==> src/rtl/qpsk_symbol_mapper.sv <==
// qpsk_symbol_mapper
//   Transmit-side QPSK mapper. Serial bits arrive over a valid/ready handshake
//   and are paired: the first bit of a pair drives I and the second drives Q.
//   Each bit maps to a bipolar 2-bit level: 0 -> 2'b01 (+1), 1 -> 2'b11 (-1).
//   One symbol is launched every SPS clk_fs cycles, on the same grid the
//   receive slicer uses.
//
//   Optional build macro QPSK_MAP_HOLD_EN:
//     defined   - sample-and-hold (NRZ): the level is held for all SPS cycles.
//     undefined - zero-stuffing: the level is driven only in the strobe cycle.
//   sym_strobe, underflow and the handshake behave identically in both builds.
//
//   Parameter constraints: 2 <= SPS <= 16, 2**PH_W >= SPS.

module qpsk_symbol_mapper #(
  parameter int SPS  = 4,
  parameter int PH_W = 4
) (
  input  logic       clk_fs,
  input  logic       rst_n,
  input  logic       en,
  input  logic       bit_in,
  input  logic       bit_valid,
  output logic       bit_ready,
  output logic [1:0] sym_out_I,
  output logic [1:0] sym_out_Q,
  output logic       sym_strobe,
  output logic       underflow,
  output logic       busy
);

  // Symbol timer states: IDLE waits for a pair, RUN paces symbols.
  typedef enum logic [0:0] {
    ST_IDLE = 1'b0,
    ST_RUN  = 1'b1
  } state_t;

  localparam logic [1:0]      LVL_POS  = 2'b01;
  localparam logic [1:0]      LVL_NEG  = 2'b11;
  localparam logic [1:0]      LVL_ZERO = 2'b00;
  localparam logic [PH_W-1:0] PH_ZERO  = '0;
  localparam logic [PH_W-1:0] PH_ONE   = PH_W'(1);
  localparam logic [PH_W-1:0] PH_LAST  = PH_W'(SPS - 1);

  // Bit-to-level mapping shared by the I and Q rails.
  function automatic logic [1:0] map_level(input logic b);
    logic [1:0] lvl;
    if (b) begin
      lvl = LVL_NEG;
    end else begin
      lvl = LVL_POS;
    end
    return lvl;
  endfunction

  // Collector state
  logic            pair_i_r;
  logic            pair_q_r;
  logic            half_r;
  logic            pair_full_r;

  // Timer / output state
  state_t          state_r;
  logic [PH_W-1:0] phase_r;
  logic [1:0]      sym_i_r;
  logic [1:0]      sym_q_r;
  logic            strobe_r;
  logic            underflow_r;
  logic            busy_r;

  // Handshake and timing decodes
  logic            accept_s;
  logic            boundary_s;
  logic            load_s;

  // Decode handshake, symbol boundary and pair load for the current cycle.
  always_comb begin
    accept_s   = 1'b0;
    boundary_s = 1'b0;
    load_s     = 1'b0;
    accept_s   = bit_valid & ~pair_full_r;
    if (state_r == ST_RUN) begin
      boundary_s = (phase_r == PH_LAST);
    end else begin
      boundary_s = 1'b0;
    end
    // A load happens in IDLE whenever a pair waits, or in RUN at the boundary.
    // pair_full blocks new handshakes, so a load never meets an accept.
    if ((state_r == ST_IDLE) || boundary_s) begin
      load_s = en & pair_full_r;
    end else begin
      load_s = 1'b0;
    end
  end

  // Bit collector: pack two accepted bits into the pair register.
  always_ff @(posedge clk_fs or negedge rst_n) begin
    if (!rst_n) begin
      pair_i_r    <= 1'b0;
      pair_q_r    <= 1'b0;
      half_r      <= 1'b0;
      pair_full_r <= 1'b0;
    end else if (load_s) begin
      pair_full_r <= 1'b0;
    end else if (accept_s) begin
      if (!half_r) begin
        pair_i_r <= bit_in;
        half_r   <= 1'b1;
      end else begin
        pair_q_r    <= bit_in;
        half_r      <= 1'b0;
        pair_full_r <= 1'b1;
      end
    end else begin
      pair_full_r <= pair_full_r;
    end
  end

  // Symbol timer FSM with registered level, strobe, underflow and busy.
  always_ff @(posedge clk_fs or negedge rst_n) begin
    if (!rst_n) begin
      state_r     <= ST_IDLE;
      phase_r     <= PH_ZERO;
      sym_i_r     <= LVL_ZERO;
      sym_q_r     <= LVL_ZERO;
      strobe_r    <= 1'b0;
      underflow_r <= 1'b0;
      busy_r      <= 1'b0;
    end else begin
      strobe_r    <= 1'b0;
      underflow_r <= 1'b0;
      case (state_r)
        ST_IDLE: begin
          phase_r <= PH_ZERO;
          if (load_s) begin
            sym_i_r  <= map_level(pair_i_r);
            sym_q_r  <= map_level(pair_q_r);
            strobe_r <= 1'b1;
            state_r  <= ST_RUN;
            busy_r   <= 1'b1;
          end else begin
            sym_i_r <= LVL_ZERO;
            sym_q_r <= LVL_ZERO;
            busy_r  <= 1'b0;
          end
        end
        ST_RUN: begin
          if (boundary_s) begin
            phase_r <= PH_ZERO;
            if (load_s) begin
              sym_i_r  <= map_level(pair_i_r);
              sym_q_r  <= map_level(pair_q_r);
              strobe_r <= 1'b1;
            end else begin
              // Either starved (en high) or disabled: drop back to IDLE,
              // flagging underflow only when more data was wanted.
              sym_i_r     <= LVL_ZERO;
              sym_q_r     <= LVL_ZERO;
              underflow_r <= en;
              state_r     <= ST_IDLE;
              busy_r      <= 1'b0;
            end
          end else begin
            phase_r <= phase_r + PH_ONE;
`ifdef QPSK_MAP_HOLD_EN
            sym_i_r <= sym_i_r;
            sym_q_r <= sym_q_r;
`else
            sym_i_r <= LVL_ZERO;
            sym_q_r <= LVL_ZERO;
`endif
          end
        end
        default: begin
          state_r <= ST_IDLE;
          phase_r <= PH_ZERO;
          sym_i_r <= LVL_ZERO;
          sym_q_r <= LVL_ZERO;
          busy_r  <= 1'b0;
        end
      endcase
    end
  end

  assign bit_ready  = ~pair_full_r;
  assign sym_out_I  = sym_i_r;
  assign sym_out_Q  = sym_q_r;
  assign sym_strobe = strobe_r;
  assign underflow  = underflow_r;
  assign busy       = busy_r;

endmodule

==> config.mk <==
export PLATFORM = sky130hd
export DESIGN_NAME = qpsk_symbol_mapper
export DESIGN_NICKNAME = d
export VERILOG_FILES = /design/src/rtl/qpsk_symbol_mapper.sv
export SDC_FILE = /design/constraint.sdc
export NUM_CORES = 1
export LEC_CHECK = 0
export BUFFER_PORTS_ARGS = -buffer_cell sky130_fd_sc_hd__buf_2
export CAP_MARGIN = 20
export CORE_AREA = 2 2 44 66
export CTS_CLUSTER_DIAMETER = 60
export DETAILED_ROUTE_END_ITERATION = 10
export DIE_AREA = 0 0 46 68
export PLACE_DENSITY = 0.38
export SYNTH_ARGS = -nofsm -noshare
export SYNTH_HDL_FRONTEND = slang
export SYNTH_SLANG_ARGS = --single-unit
==> constraint.sdc <==
create_clock -name clk_fs -period 1.5 [get_ports clk_fs]
set_input_delay 0.225 -clock clk_fs [delete_from_list [all_inputs] [get_ports clk_fs]]
set_output_delay 0.225 -clock clk_fs [all_outputs]
set_load 0.01 [all_outputs]
* Yosys cells after proc, flatten, opt, wreduce, memory -nomap -nowiden
Cells that the tools add are included.
Storage, ports and cells: flip-flop bits (word level) 16, bits of input ports 5, output and inout port bits 8, logic and storage cells 56
Cells by class: $add $sub $neg 1, equality and inequality tests 3, mux-type cells 27, bitwise logic cells 6, reductions and logical operators 8
Operators with widths (count):
- 2-to-1 mux 1 bit | 14
- 2-to-1 mux 2 bit | 6
- one-hot mux 2 bit (2 select lines) | 2
- one-hot mux 4 bit (2 select lines) | 1
- one-hot mux 1 bit (2 select lines) | 3
- AND reduction 2 bit | 3
- AND reduction 3 bit | 2
- adder 4 x 1 -> 4 bit, second input constant | 1
- == test 4 x 2 -> 1 bit, second input constant | 1
- 2-to-1 mux 4 bit | 1
- NOT 1 bit | 4
- nonzero test 2 bit | 2
- bitwise AND 1 bit | 2
- inequality test 2 x 1 -> 1 bit, second input constant | 1
- inequality test 2 bit, second input constant | 1
- logical OR 1 bit | 1

* Depth between registers and ports, before layout
depth after elaboration 7, depth in mapped cells 4, depth with buffers taken out 4

* Least setup slack after synthesis
OpenSTA, ideal clock, no wires.
kind flip-flop to flip-flop, start reg phase_r[0], end reg sym_i_r[1], in the netlist sym_out_I[1], library setup time 0.066 ns, arrival time 1.194 ns, required time 1.434 ns, slack 0.240 ns, cell stages (with the launch flop) 5, path buffers 0, period minus slack after synthesis 1.260 ns, cells stage by stage dfrtp_1 ha_1 or3b_4 a21oi_4 and2_1
On the way: longest elaborated chain between the ends 7
Ends and longest elaborated chain:
- start, declared | line 64 | logic [PH_W-1:0] phase_r;
- start signal, assigned | line 164 | phase_r <= phase_r + PH_ONE;
- == test 4 x 2 -> 1 bit * | line 83 | boundary_s = (phase_r == PH_LAST);
- 2-to-1 mux 1 bit * | line 82 | if (state_r == ST_RUN) begin
- logical OR 1 bit | line 89 | if ((state_r == ST_IDLE) || boundary_s) begin
- 2-to-1 mux 1 bit | line 89
- 2-to-1 mux 2 bit | line 135, 150
- 2-to-1 mux 2 bit | line 148 | if (boundary_s) begin
- one-hot mux 2 bit (2 select lines) * | line 132 | case (state_r)
- end signal, assigned | line 136 | sym_i_r <= map_level(pair_i_r);
- end signal, assigned | line 151 | sym_i_r <= map_level(pair_i_r);
- end, declared | line 65 | logic [1:0] sym_i_r;
Mark *: on every way between the ends. The rest lies on a longest branch, timed or not. A chain may end at the register's enable or synchronous reset.

* Worst setup path after layout
Same ends and word-level chain as after synthesis.

==> flow_summary.yaml <==
outcome:
  status: "finished, final reports clean"
cells_and_area:
  antenna_cells: 0
  area_growth_pct: 25.2
  utilization_pct: 27.1
  final_nets: 67
  final-instance-count-excl-fill: 85
  fillCellCount: 283
  fin_area_sq_um: 702
  drive_gt1_share_pct: 33.3
timing:
  fin_skew_ns: 0.00142
  setup_viol: 0
  fin_setup_tns_ns: 0
  worst_slew_pin_slew_ns: 0.326
  fin_ws_ns: 0.145
  rsz0062_at_grt: "no"
  final_hold_viol_count: 0
  slew_violations: 0
  fmaxAchievable_mhz: 738
  timing.slew.headroom_pct: 78.3
  fin_crit_ns: 1.36
  fin_crit_sh_pct: 90.3
clocking:
  cts_tree: "done"
  clock_latency_ns: 0.24
  cts_setup_buffers: 0
  clk_pin_slew_ns: 0.06
  clockRootBuffer: "clkbuf_8"
  clock-sinks: 14
  cts_buffers: 3
  post_cts_resized: 0
  clk_path_buf_depth: 2
  htree_levels: 1
  cts_hold_buf: 1
grt:
  grt_max_degree: 15
  grt_pass1_wl_mm: 1.75
  first_global_vias: 414
  antenna_found_initial: 0
  gr-usage-all-layers_pct: 8.36
  overflow: 0
setup_path:
  end_kind: "flip-flop"
  start_kind: "flip-flop"
  crit_required_ns: 1.68
  arrival_ns: 1.54
  path_class: "flip-flop to flip-flop"
  path_max_fanout: 4
floorplan:
  die_area_sq_um: 3130
  start_util_pct: 21.6
  coreArea_sq_um: 2590
  die_x_um: 46
  die-height_um: 68
  rows: 23
  io_pins: 13
drt:
  drc_errors: 0
  vias_per_cell: 4.34
  drt_wl_total_mm: 1.01
  vias: 369
  drt_iter0_drc: 8
  ant_nets: 0
  wl_per_cell_um: 11.8
  dr.pass1.iters: 2
logic_synthesis:
  ys.flop_type: "dfrtp_1"
  synth_edf_count: 0
  synth_seq_cells: 14
  synth_top_area_cell: "dfrtp_1"
  synthArstFlopShare_pct: 100
  syn_area_sq_um: 561
  avgSynthCellArea_sq_um: 12.5
  ys_warn_count: 0
  yosysSeqAreaShare_pct: 62.5
  ys_types: 19
  synth_nets: 51
  ys_top_cells_by_area: "dfrtp_1 63%, and2_1 4.5%, mux2_2 4.0%"
  synth_top_area_share_pct: 62.5
  netlist_instances: 45
worst_hold_path:
  min_path_type: "input port to flip-flop"
job:
  cap_violations: 0
placed_design:
  dpl-instance-area_sq_um: 637
  numPortBuffers: 12
  dp.cells: 80
  dp_hpwl_um: 772
  place_worst_setup_slack_ns: 0.144
  globalplace.congestion: 0.753
pwr:
  leakage_nw: 0.348
  peakVddDrop_mv: 0.317
  power_per_cell_area_nw_per_um2: 1920
-- cell type report --
class | instances | area (sq um) | share of cell area, %
inverter | 1 | 3.75 | 0.535
sequential | 14 | 350 | 49.9
multi-input combinational | 28 | 191 | 27.3
clock buffer | 4 | 55.1 | 7.84
tap | 25 | 31.3 | 4.46
timing repair buffer | 13 | 70.1 | 9.98
-- worst paths after layout --
check                      startpoint           end  slack, ns  depth (start not counted)
max in group asynchronous       rst_n       state_r       0.85                          2
min in group asynchronous       rst_n  sym_out_Q[1]       0.41                          2
setup reg to reg           phase_r[0]  sym_out_I[1]       0.14                          4
hold reg to reg            phase_r[0]    phase_r[0]       0.46                          1
setup / recovery           phase_r[0]  sym_out_I[1]       0.14                          4
hold / removal                     en     underflow       0.20                          3
-- power breakdown --
| part | leakage, nW | total [mW] | switching (mW) | internal [mW] |
|---|---|---|---|---|
| Sequential | 0.176 | 0.613 | 0.104 | 0.509 |
| Combinational | 0.144 | 0.368 | 0.180 | 0.188 |
| Clock | 0.0288 | 0.365 | 0.133 | 0.232 |
-- through the flow --
stage / hold slack (ns) / total power [mW]
4_1_cts: 0.202 / 1.37
5_1_grt: 0.208 / 1.45
2_1_floorplan: -0.0706 / 0.876
3_3_place_gp: 0.146 / 0.992
6_report: 0.204 / 1.35
3_5_place_dp: 0.145 / 0.997
-- layout by cell type, fill, tap and decap left out --
cell type      count
dfrtp_1           14
buf_2             12
and2_1             4
nand2_1            4
clkbuf_8           4
nor2_1             3
nand2b_1           2
xnor2_1            2
a21oi_1            2
mux2_2             2
nand3b_1           1
a21boi_0           1
or3b_4             1
inv_1              1
a21oi_4            1
nand3_1            1
nor3_1             1
nor2b_1            1
and3_1             1
ha_1               1
dlygate4sd3_1      1
-- sequential cells by signal (all words and copies together), names as in the netlist --
name,flops
half_r,1
underflow,1
pair_full_r,1
phase_r,4
sym_out_Q,2
busy,1
pair_q_r,1
sym_out_I,1
state_r,1
pair_i_r,1
-- cells by family after synthesis --
logic type / Yosys count / synth area share (%)
mux: 2 / 4.02
xor+xnor: 2 / 3.13
simple gates: 19 / 18.7
buf+inv: 3 / 3.35
compound gates: 4 / 6.03
fa+ha+maj: 1 / 2.23
flops: 14 / 62.5
-- Yosys cell counts, types with 2 or more instances --
library cell  number
and2_1             4
buf_4              2
a21oi_1            2
nand2b_1           2
nand2_1            4
mux2_2             2
dfrtp_1           14
xnor2_1            2
nor2_1             3
-- per-layer routing --
metal  part of all wire (%)  vias up  GRT usage, %
met1                     37      184          7.47
met4                    2.7        0          8.57
met3                    2.7        2          2.37
met5                      0        -             0
met2                     58        8          13.9
li1                       -      175             -
-- critical path, cell delays in order, from the launching register on --
cell	delay [ns]
dfrtp_1	0.37
ha_1	0.18
or3b_4	0.42
a21oi_4	0.18
and2_1	0.15
(Power assumes the default switching activity.)
